### src/rtl/bht_pkg.sv
// Shared definitions for the branch history table controller: default index
// width, the counter value a sweep writes, the controller state encoding and
// the 2-bit saturating counter update.
package bht_pkg;

    localparam int         BHT_IDX_W    = 10;
    localparam logic [1:0] BHT_INIT_CTR = 2'b01;

    typedef enum logic {
        SWEEP = 1'b0,
        RUN   = 1'b1
    } bht_state_e;

    // Taken moves the counter toward strongly-taken, not-taken toward
    // strongly-not-taken; both ends saturate.
    function automatic logic [1:0] bht_sat_next(input logic [1:0] ctr, input logic taken);
        logic [1:0] nxt;
        if (taken) begin
            nxt = (ctr == 2'b11) ? 2'b11 : ctr + 2'b01;
        end else begin
            nxt = (ctr == 2'b00) ? 2'b00 : ctr - 2'b01;
        end
        return nxt;
    endfunction

endpackage

### src/rtl/bht_upd_fifo.sv
// Synchronous FIFO holding pending {index, taken} branch updates.
// Pointers carry one extra wrap bit so full and empty are distinguishable.
// A push while full is ignored even if a pop happens in the same cycle.
module bht_upd_fifo #(
    parameter int WIDTH = 11,
    parameter int DEPTH = 4
) (
    input  logic             clk,
    input  logic             rst,
    input  logic             i_clear,
    input  logic             i_push,
    input  logic [WIDTH-1:0] i_push_data,
    input  logic             i_pop,
    output logic [WIDTH-1:0] o_head,
    output logic             o_full,
    output logic             o_empty
);

    localparam int         AW  = $clog2(DEPTH);
    localparam logic [AW:0] ONE = 1;

    logic [WIDTH-1:0] r_mem [DEPTH];
    logic [AW:0]      r_wptr;
    logic [AW:0]      r_rptr;
    logic             w_do_push;
    logic             w_do_pop;

    assign o_empty   = (r_wptr == r_rptr);
    assign o_full    = (r_wptr[AW] != r_rptr[AW]) && (r_wptr[AW-1:0] == r_rptr[AW-1:0]);
    assign o_head    = r_mem[r_rptr[AW-1:0]];
    assign w_do_push = i_push && !o_full;
    assign w_do_pop  = i_pop && !o_empty;

    // Pointer bookkeeping; clear and reset both drop every queued entry.
    always_ff @(posedge clk) begin
        if (rst || i_clear) begin
            r_wptr <= '0;
            r_rptr <= '0;
        end else begin
            if (w_do_push) r_wptr <= r_wptr + ONE;
            if (w_do_pop)  r_rptr <= r_rptr + ONE;
        end
    end

    // Entry storage; contents are only meaningful between the pointers.
    always_ff @(posedge clk) begin
        if (w_do_push) r_mem[r_wptr[AW-1:0]] <= i_push_data;
    end

endmodule

### src/rtl/bht_ctrl.sv
// Branch history table controller.
// After reset or a flush it sweeps every table entry to INIT_CTR while
// predictions are gated off, then applies queued branch-resolution updates
// through a two-stage read-modify-write pipeline (stage A reads and computes,
// stage B writes).
// Optional feature: define BHT_CTRL_FWD_EN to forward stage B's write data
// into stage A on a same-index hazard; otherwise stage A stalls one cycle.
module bht_ctrl
    import bht_pkg::*;
#(
    parameter int         IDX_W      = BHT_IDX_W,
    parameter int         FIFO_DEPTH = 4,
    parameter logic [1:0] INIT_CTR   = BHT_INIT_CTR
) (
    input  logic             clk,
    input  logic             rst,
    input  logic             upd_valid,
    output logic             upd_ready,
    input  logic [31:0]      upd_pc,
    input  logic             upd_taken,
    input  logic             flush_req,
    output logic             busy,
    output logic             pred_gate,
    output logic [IDX_W-1:0] tbl_rd_idx,
    input  logic [1:0]       tbl_rd_data,
    output logic             tbl_wr_en,
    output logic [IDX_W-1:0] tbl_wr_idx,
    output logic [1:0]       tbl_wr_data
);

    localparam logic [IDX_W-1:0] LAST_IDX = '1;

    bht_state_e       r_state;
    logic [IDX_W-1:0] r_cnt;
    logic             r_b_vld;
    logic [IDX_W-1:0] r_b_idx;
    logic [1:0]       r_b_ctr;
    logic [IDX_W-1:0] r_hold_idx;
    logic [1:0]       r_hold_data;

    logic             w_run;
    logic             w_push;
    logic             w_pop;
    logic             w_fifo_clear;
    logic             w_fifo_full;
    logic             w_fifo_empty;
    logic [IDX_W:0]   w_fifo_head;
    logic [IDX_W-1:0] w_head_idx;
    logic             w_head_taken;
    logic             w_hazard;
    logic             w_stall;
    logic [1:0]       w_ctr_base;
    logic             w_unused_pc;

    // PC bits outside the index field do not select a table entry.
    assign w_unused_pc  = ^{upd_pc[31:IDX_W+2], upd_pc[1:0]};

    assign w_run        = !rst && (r_state == RUN);
    assign upd_ready    = w_run && !w_fifo_full;
    assign w_push       = upd_valid && upd_ready;
    assign w_fifo_clear = w_run && flush_req;

    assign busy         = rst || (r_state == SWEEP);
    assign pred_gate    = busy;

    assign w_head_idx   = w_fifo_head[IDX_W:1];
    assign w_head_taken = w_fifo_head[0];
    assign tbl_rd_idx   = w_head_idx;

    // The table read in stage A is stale when stage B is about to write the
    // same entry at the coming edge.
    assign w_hazard     = r_b_vld && (w_head_idx == r_b_idx);
`ifdef BHT_CTRL_FWD_EN
    assign w_stall      = 1'b0;
    assign w_ctr_base   = w_hazard ? r_b_ctr : tbl_rd_data;
`else
    assign w_stall      = w_hazard;
    assign w_ctr_base   = tbl_rd_data;
`endif
    assign w_pop        = w_run && !w_fifo_empty && !w_stall;

    bht_upd_fifo #(
        .WIDTH (IDX_W + 1),
        .DEPTH (FIFO_DEPTH)
    ) u_fifo (
        .clk         (clk),
        .rst         (rst),
        .i_clear     (w_fifo_clear),
        .i_push      (w_push),
        .i_push_data ({upd_pc[IDX_W+1:2], upd_taken}),
        .i_pop       (w_pop),
        .o_head      (w_fifo_head),
        .o_full      (w_fifo_full),
        .o_empty     (w_fifo_empty)
    );

    // Controller state: sweep all entries once, then run until a flush.
    always_ff @(posedge clk) begin
        if (rst) begin
            r_state <= SWEEP;
            r_cnt   <= '0;
        end else begin
            case (r_state)
                SWEEP: begin
                    if (flush_req) begin
                        r_cnt <= '0;
                    end else begin
                        r_cnt <= r_cnt + IDX_W'(1);
                        if (r_cnt == LAST_IDX) r_state <= RUN;
                    end
                end
                RUN: begin
                    if (flush_req) begin
                        r_state <= SWEEP;
                        r_cnt   <= '0;
                    end
                end
                default: begin
                    r_state <= SWEEP;
                    r_cnt   <= '0;
                end
            endcase
        end
    end

    // Stage B valid: set by a stage A pop, dropped by reset or flush.
    always_ff @(posedge clk) begin
        if (rst || w_fifo_clear) begin
            r_b_vld <= 1'b0;
        end else begin
            r_b_vld <= w_pop;
        end
    end

    // Stage A -> stage B: capture the index and its updated counter.
    always_ff @(posedge clk) begin
        if (w_pop) begin
            r_b_idx <= w_head_idx;
            r_b_ctr <= bht_sat_next(w_ctr_base, w_head_taken);
        end
    end

    // Remember the last write so the write port holds steady when idle.
    always_ff @(posedge clk) begin
        if (rst) begin
            r_hold_idx  <= '0;
            r_hold_data <= 2'b00;
        end else if (tbl_wr_en) begin
            r_hold_idx  <= tbl_wr_idx;
            r_hold_data <= tbl_wr_data;
        end
    end

    // Table write port: sweep writes win; otherwise stage B writes.
    always_comb begin
        tbl_wr_en   = 1'b0;
        tbl_wr_idx  = r_hold_idx;
        tbl_wr_data = r_hold_data;
        if (!rst) begin
            if (r_state == SWEEP) begin
                tbl_wr_en   = 1'b1;
                tbl_wr_idx  = r_cnt;
                tbl_wr_data = INIT_CTR;
            end else if (r_b_vld) begin
                tbl_wr_en   = 1'b1;
                tbl_wr_idx  = r_b_idx;
                tbl_wr_data = r_b_ctr;
            end
        end
    end

endmodule

### config.mk
export PLATFORM = sky130hd
export DESIGN_NAME = bht_ctrl
export DESIGN_NICKNAME = d
export VERILOG_FILES = /design/src/rtl/bht_pkg.sv /design/src/rtl/bht_upd_fifo.sv /design/src/rtl/bht_ctrl.sv
export SDC_FILE = /design/constraint.sdc
export NUM_CORES = 1
export LEC_CHECK = 0
export ABC_AREA = 1
export CAP_MARGIN = 20
export CORE_UTILIZATION = 25
export DETAILED_ROUTE_END_ITERATION = 10
export PLACE_DENSITY = 0.42
export SLEW_MARGIN = 10
export SYNTH_ARGS = -nofsm -noshare
export SYNTH_HDL_FRONTEND = slang
export SYNTH_SLANG_ARGS = --single-unit
export TNS_END_PERCENT = 1
### constraint.sdc
create_clock -name clk -period 1.94 [get_ports clk]
set_input_delay 0.194 -clock clk [delete_from_list [all_inputs] [get_ports clk]]
set_output_delay 0.194 -clock clk [all_outputs]
set_load 0.005 [all_outputs]
After elaboration in Yosys (flattened, before gate mapping)
Memories as Yosys holds them, arrays and structs flattened. A register that Yosys moved wholly into a read port is not among the register bits.
Cells that the tools add are included.

operators by class
  add/subtract/negate cells = 5
  equal/unequal tests = 7
  muxes and demuxes = 23
  bitwise logic cells = 1
  reductions and logical operators = 17

operators by type and width
  cell                   count
  $mux 10                5
  $pmux 10 s2            1
  $mux 2                 8
  $add 10x1->10 const B  1
  $eq 10x10->1           1
  $eq 10x10->1 const B   1
  $logic_and 1x1->1      10
  $mux 1                 8
  $add 3x1->3 const B    2
  $logic_not 1->1        4
  $eq 3x3->1             1
  $add 2x1->2 const B    1
  $eq 2x2->1             1
  $eq 2x2->1 const B     1
  $logic_not 2->1        1
  $logic_or 1x1->1       2
  $ne 2x2->1 const B     1
  $pmux 1 s2             1
  $sub 2x1->2 const B    1
  $ne 1x1->1             1
  $not 1->1              1

storage, ports and cells
  register bits = 42
  bits in writable memories = 44
  output and inout port bits = 26
  word-level logic and storage cells = 63
  memories = 1

memories
  name          depth  width  read ports  clocked after memory_dff  wr ports  line                source
  u_fifo.r_mem  4      11     1           1                         1         bht_upd_fifo.sv:22  logic [WIDTH-1:0] r_mem [DEPTH];

Depth between registers and ports, before layout
  depth in word-level cells = 8
  depth in mapped cells = 15

By module
Synthesis repeated with hierarchy kept, for this count alone.

unflattened totals
  cell total of the unflattened synthesis = 420
  area, all modules = 3888.7 um^2

by module, submodules not included
  module        instances  cells each  area an instance (um^2)
  bht_upd_fifo  1          183         2129.5
  bht_ctrl      1          237         1759.2

Worst setup path after synthesis
OpenSTA, ideal clock, no wires.

  path type = flip-flop to flip-flop
  start = reg r_state
  end = mem u_fifo.r_mem[3][0] (enable)
  setup time = 0.381 ns
  arrival = 1.487 ns
  data required time = 1.559 ns
  path slack = 0.072 ns
  stages on the path, launching flop included = 7
  path buffers = 0
  clock period less this slack = 1.868 ns
  cells stage by stage = dfxtp_1 -> inv_2 -> nor2_1 -> nand2_1 -> inv_1 -> nand2_1 -> nor2_1

between the ends
  cells in the longest elaborated chain, start to end = 6

ends and longest elaborated chain
  element                       line                source
  from (decl)                   bht_ctrl.sv:33      bht_state_e r_state;
  from (signal assigned)        bht_ctrl.sv:100     r_state <= SWEEP;
  from (signal assigned)        bht_ctrl.sv:109     if (r_cnt == LAST_IDX) r_state <= RUN;
  from (signal assigned)        bht_ctrl.sv:114     r_state <= SWEEP;
  $logic_and 1x1->1             bht_ctrl.sv:58      assign w_run = !rst && (r_state == RUN);
  $logic_and 1x1->1             bht_ctrl.sv:59      assign upd_ready = w_run && !w_fifo_full;
  net upd_ready                 bht_ctrl.sv:18      output logic upd_ready,
  $logic_and 1x1->1             bht_ctrl.sv:60      assign w_push = upd_valid && upd_ready;
  $logic_and 1x1->1             bht_upd_fifo.sv:31  assign w_do_push = i_push && !o_full;
  $mux 1                        bht_upd_fifo.sv:47  if (w_do_push) r_mem[r_wptr[AW-1:0]] <= i_push_data;
  $mux 1 (not written as such)  bht_upd_fifo.sv:47
  to (decl)                     bht_upd_fifo.sv:22

The timed path passes the listed nets, and every way through them passes these cells.

Final worst setup path
  start = reg r_state
  end = out tbl_wr_idx[2]

between the ends
  cells in the longest elaborated chain, start to end = 2

ends and longest elaborated chain
  element    line             source
  $mux 10    bht_ctrl.sv:160  if (r_state == SWEEP) begin
  $mux 10    bht_ctrl.sv:159  if (!rst) begin
  to (decl)  bht_ctrl.sv:27   output logic [IDX_W-1:0] tbl_wr_idx,

No other way between the ends.

==> results.sh <==
export IMPL_maxCapViolCount=0
export IMPL_hp_class="input port to register"
export IMPL_leakagePower_nw=2.11
export IMPL_synthesis_area_um2=3840
export IMPL_violations="setup timing"
export IMPL_worstPathCellList="inv_4 > o21ai_2 > inv_2 > buf_12 > o21ai_1 > clkdlybuf4s50_1"
export IMPL_ant_nets=0
export IMPL_syn_avg_cell_area_um2=9.24
export IMPL_fin_ws_ns=-0.0387
export IMPL_hold_viol=0
export IMPL_wl_um=9040
export IMPL_cp_depth=6
export IMPL_drc=0
export IMPL_dpl_hpwl_um=6430
export IMPL_clkSlewWorstSetupHoldPaths_ns=0.06
export IMPL_r2r_cells=14
export IMPL_cp_top_family="buffers and inverters"
export IMPL_worst_path_max_delay_cell="clkdlybuf4s50_1"
export IMPL_layout_commonest_cell="nand2_1"
export IMPL_rr_endpoint="r_b_idx[5]"
export IMPL_fp_dieArea_um2=15900
export IMPL_core_area_um2=14800
export IMPL_startpoint="r_state"
export IMPL_cts_buffer_depth=2
export IMPL_finalCritPeriodShare_pct=102
export IMPL_finalSetupViolCount=2
export IMPL_p_per_area_nw_per_um2=732
export IMPL_drtIter0Drc=164
export IMPL_crit_path_start_kind="register"
export IMPL_synth_seq_cells=88
export IMPL_whs_ns=0.306
export IMPL_pin_count=65
export IMPL_syn_to_final_growth_pct=32.4
export IMPL_r2r_setup_slack_ns=0.14
export IMPL_wl_per_cell_um=13.3
export IMPL_syn_inst=416
export IMPL_die_h_um=126
export IMPL_slew_viol_final=0
export IMPL_n_antenna_cell=0
export IMPL_critPathKind="register to output pin"
export IMPL_grt_pass1_wl_um=14800
export IMPL_finClkSkew_ns=0.00521
export IMPL_die_x_um=126
export IMPL_drive_gt1_share_pct=15.6
export IMPL_synth_nets=461
export IMPL_clk_latency_ns=0.34
export IMPL_multi_input_area_um2=1260
export IMPL_cts_tree="built"
export IMPL_arrival_ns=1.78
export IMPL_crit_fanout=16
export IMPL_cp_endpoint="tbl_wr_idx[2]"
export IMPL_grt_util_all_layers_pct=12.3
export IMPL_worst_ir_drop_vdd_uv=475
export IMPL_regArea_um2=2330
export IMPL_grt_max_degree=23
export IMPL_crit_buf_inv=4
export IMPL_gp_congestion=0.729
export IMPL_cp_end_kind="output pin"
export IMPL_grt_pass1_vias=2822
export IMPL_ys_warn_count=0
export IMPL_ys_seq_area_share_pct=60.4
export IMPL_pre_cts_slack_ns=-0.185
export IMPL_vias=2911
export IMPL_ctsHoldBuffers=0
export IMPL_first_pass_iters=4
export IMPL_tns_ns=-0.0497
export IMPL_htreeDepth=3
export IMPL_routed_via_density=4.29
export IMPL_worst_pin_slew_ns=0.237
export IMPL_antenna_found_initial=0
export IMPL_total_power_w=0.00373
export IMPL_num_nets_final=535
export IMPL_max_slew_margin_pct=84.2
export IMPL_fillers=1536
export IMPL_max_freq_mhz=505
export IMPL_status="finished with violations"
export IMPL_yosys_cell_types_count=23
export IMPL_root_buffer="clkbuf_16"
export IMPL_rsz0062_at_grt="true"
export IMPL_grt_overflow=0
export IMPL_rows=44
export IMPL_start_util_pct=26.1
export IMPL_portBuffers=42
export IMPL_final_cell_mix="nand2_1 (104), inv_1 (56), edfxtp_1 (56), buf_4 (28), dfxtp_1 (28)"
export IMPL_max_stage_delay_ns=0.52
export IMPL_cts_num_sinks=88
export IMPL_min_period_ns=1.98
export IMPL_worstPathRequired_ns=1.75
export IMPL_cts_buffers=9
cell families after synthesis:
| family | Yosys count | synth area share [%] |
|---|---|---|
| flops | 88 | 60.4 |
| fa+ha+maj | 6 | 1.95 |
| buf+inv | 78 | 8.40 |
| xor+xnor | 7 | 1.59 |
| compound gates | 65 | 9.50 |
| simple gates | 172 | 18.2 |
through the flow:
stage               cell area [µm²]  utilization, %  instances
floorplan                      3840               -        416
global placement               4700            31.8        659
detailed placement             4700            31.8        659
CTS                            5040            34.2        679
global route                   5090            34.5        679
finish                         5090            34.5        679
power by group:
part           internal [W]  switching [W]  leakage (nW)  total, W
sequential          0.00199     0.00000241         0.764   0.00199
combinational     0.0000584      0.0000542          1.21  0.000113
clock              0.000907       0.000719         0.131   0.00163
Yosys cell counts, drive strengths merged:
cell type | n | area, µm²
nor2 | 25 | 93.8
inv | 64 | 240
o21ai | 29 | 145
dfxtp | 32 | 641
edfxtp | 56 | 1680
a21oi | 18 | 90.1
nand2 | 110 | 418
nor3 | 3 | 15.0
xor2 | 5 | 43.8
nand3 | 33 | 165
o22ai | 5 | 31.3
and3 | 1 | 6.26
xnor2 | 2 | 17.5
a31oi | 1 | 6.26
ha | 6 | 75.1
o31ai | 11 | 82.6
buf | 8 | 60.1
clkbuf | 6 | 22.5
a32o | 1 | 10.0
registers in the layout (all words and copies together) (netlist names), named ones only:
register       flops
r_b_ctr            2
r_b_vld            1
r_cnt             10
u_fifo.r_rptr      3
u_fifo.r_wptr      3
r_hold_data        2
r_hold_idx        10
r_b_idx           10
u_fifo.r_mem      44
r_state            1
what timing repair did:
item,CTS,global route
gates resized for setup,36,20
setup buffers,4,0
setup endpoints to repair,49,35
pin swaps,0,3
how the worst min path moves through the flow:
stage,from,endpoint,cells past startpoint
floorplan,upd_taken,u_fifo.r_mem[0][0],0
global placement,r_hold_idx[9],r_hold_idx[9],2
detailed placement,r_hold_idx[9],r_hold_idx[9],2
CTS,r_hold_idx[9],r_hold_idx[9],2
global route,rst,r_hold_data[1],4
finish,rst,r_hold_data[1],4
tightest hold or removal path, cell delays in order:
cell and delay, ns:
dlymetal6s2s_1 0.19, nor2_4 0.07, o21ai_0 0.09, nor2_1 0.05
per-layer routing:
metal	vias up	global-route usage (%)	share of wire (%)
met2	59	19.5	45
met4	0	2.55	0.77
li1	1514	-	-
met1	1333	16.2	49
met3	5	4.46	5.4
met5	-	0	0
final cells by class:
cell class                      instances  area share [%]
Multi-Input combinational cell        250            24.8
Clock inverter                          4           0.565
Sequential cell                        88            45.7
Tap cell                              184            4.52
Timing Repair Buffer                   77            14.7
Clock buffer                           12            4.84
Inverter                               64            4.84
No activity file was read; power rests on OpenSTA's default activity.
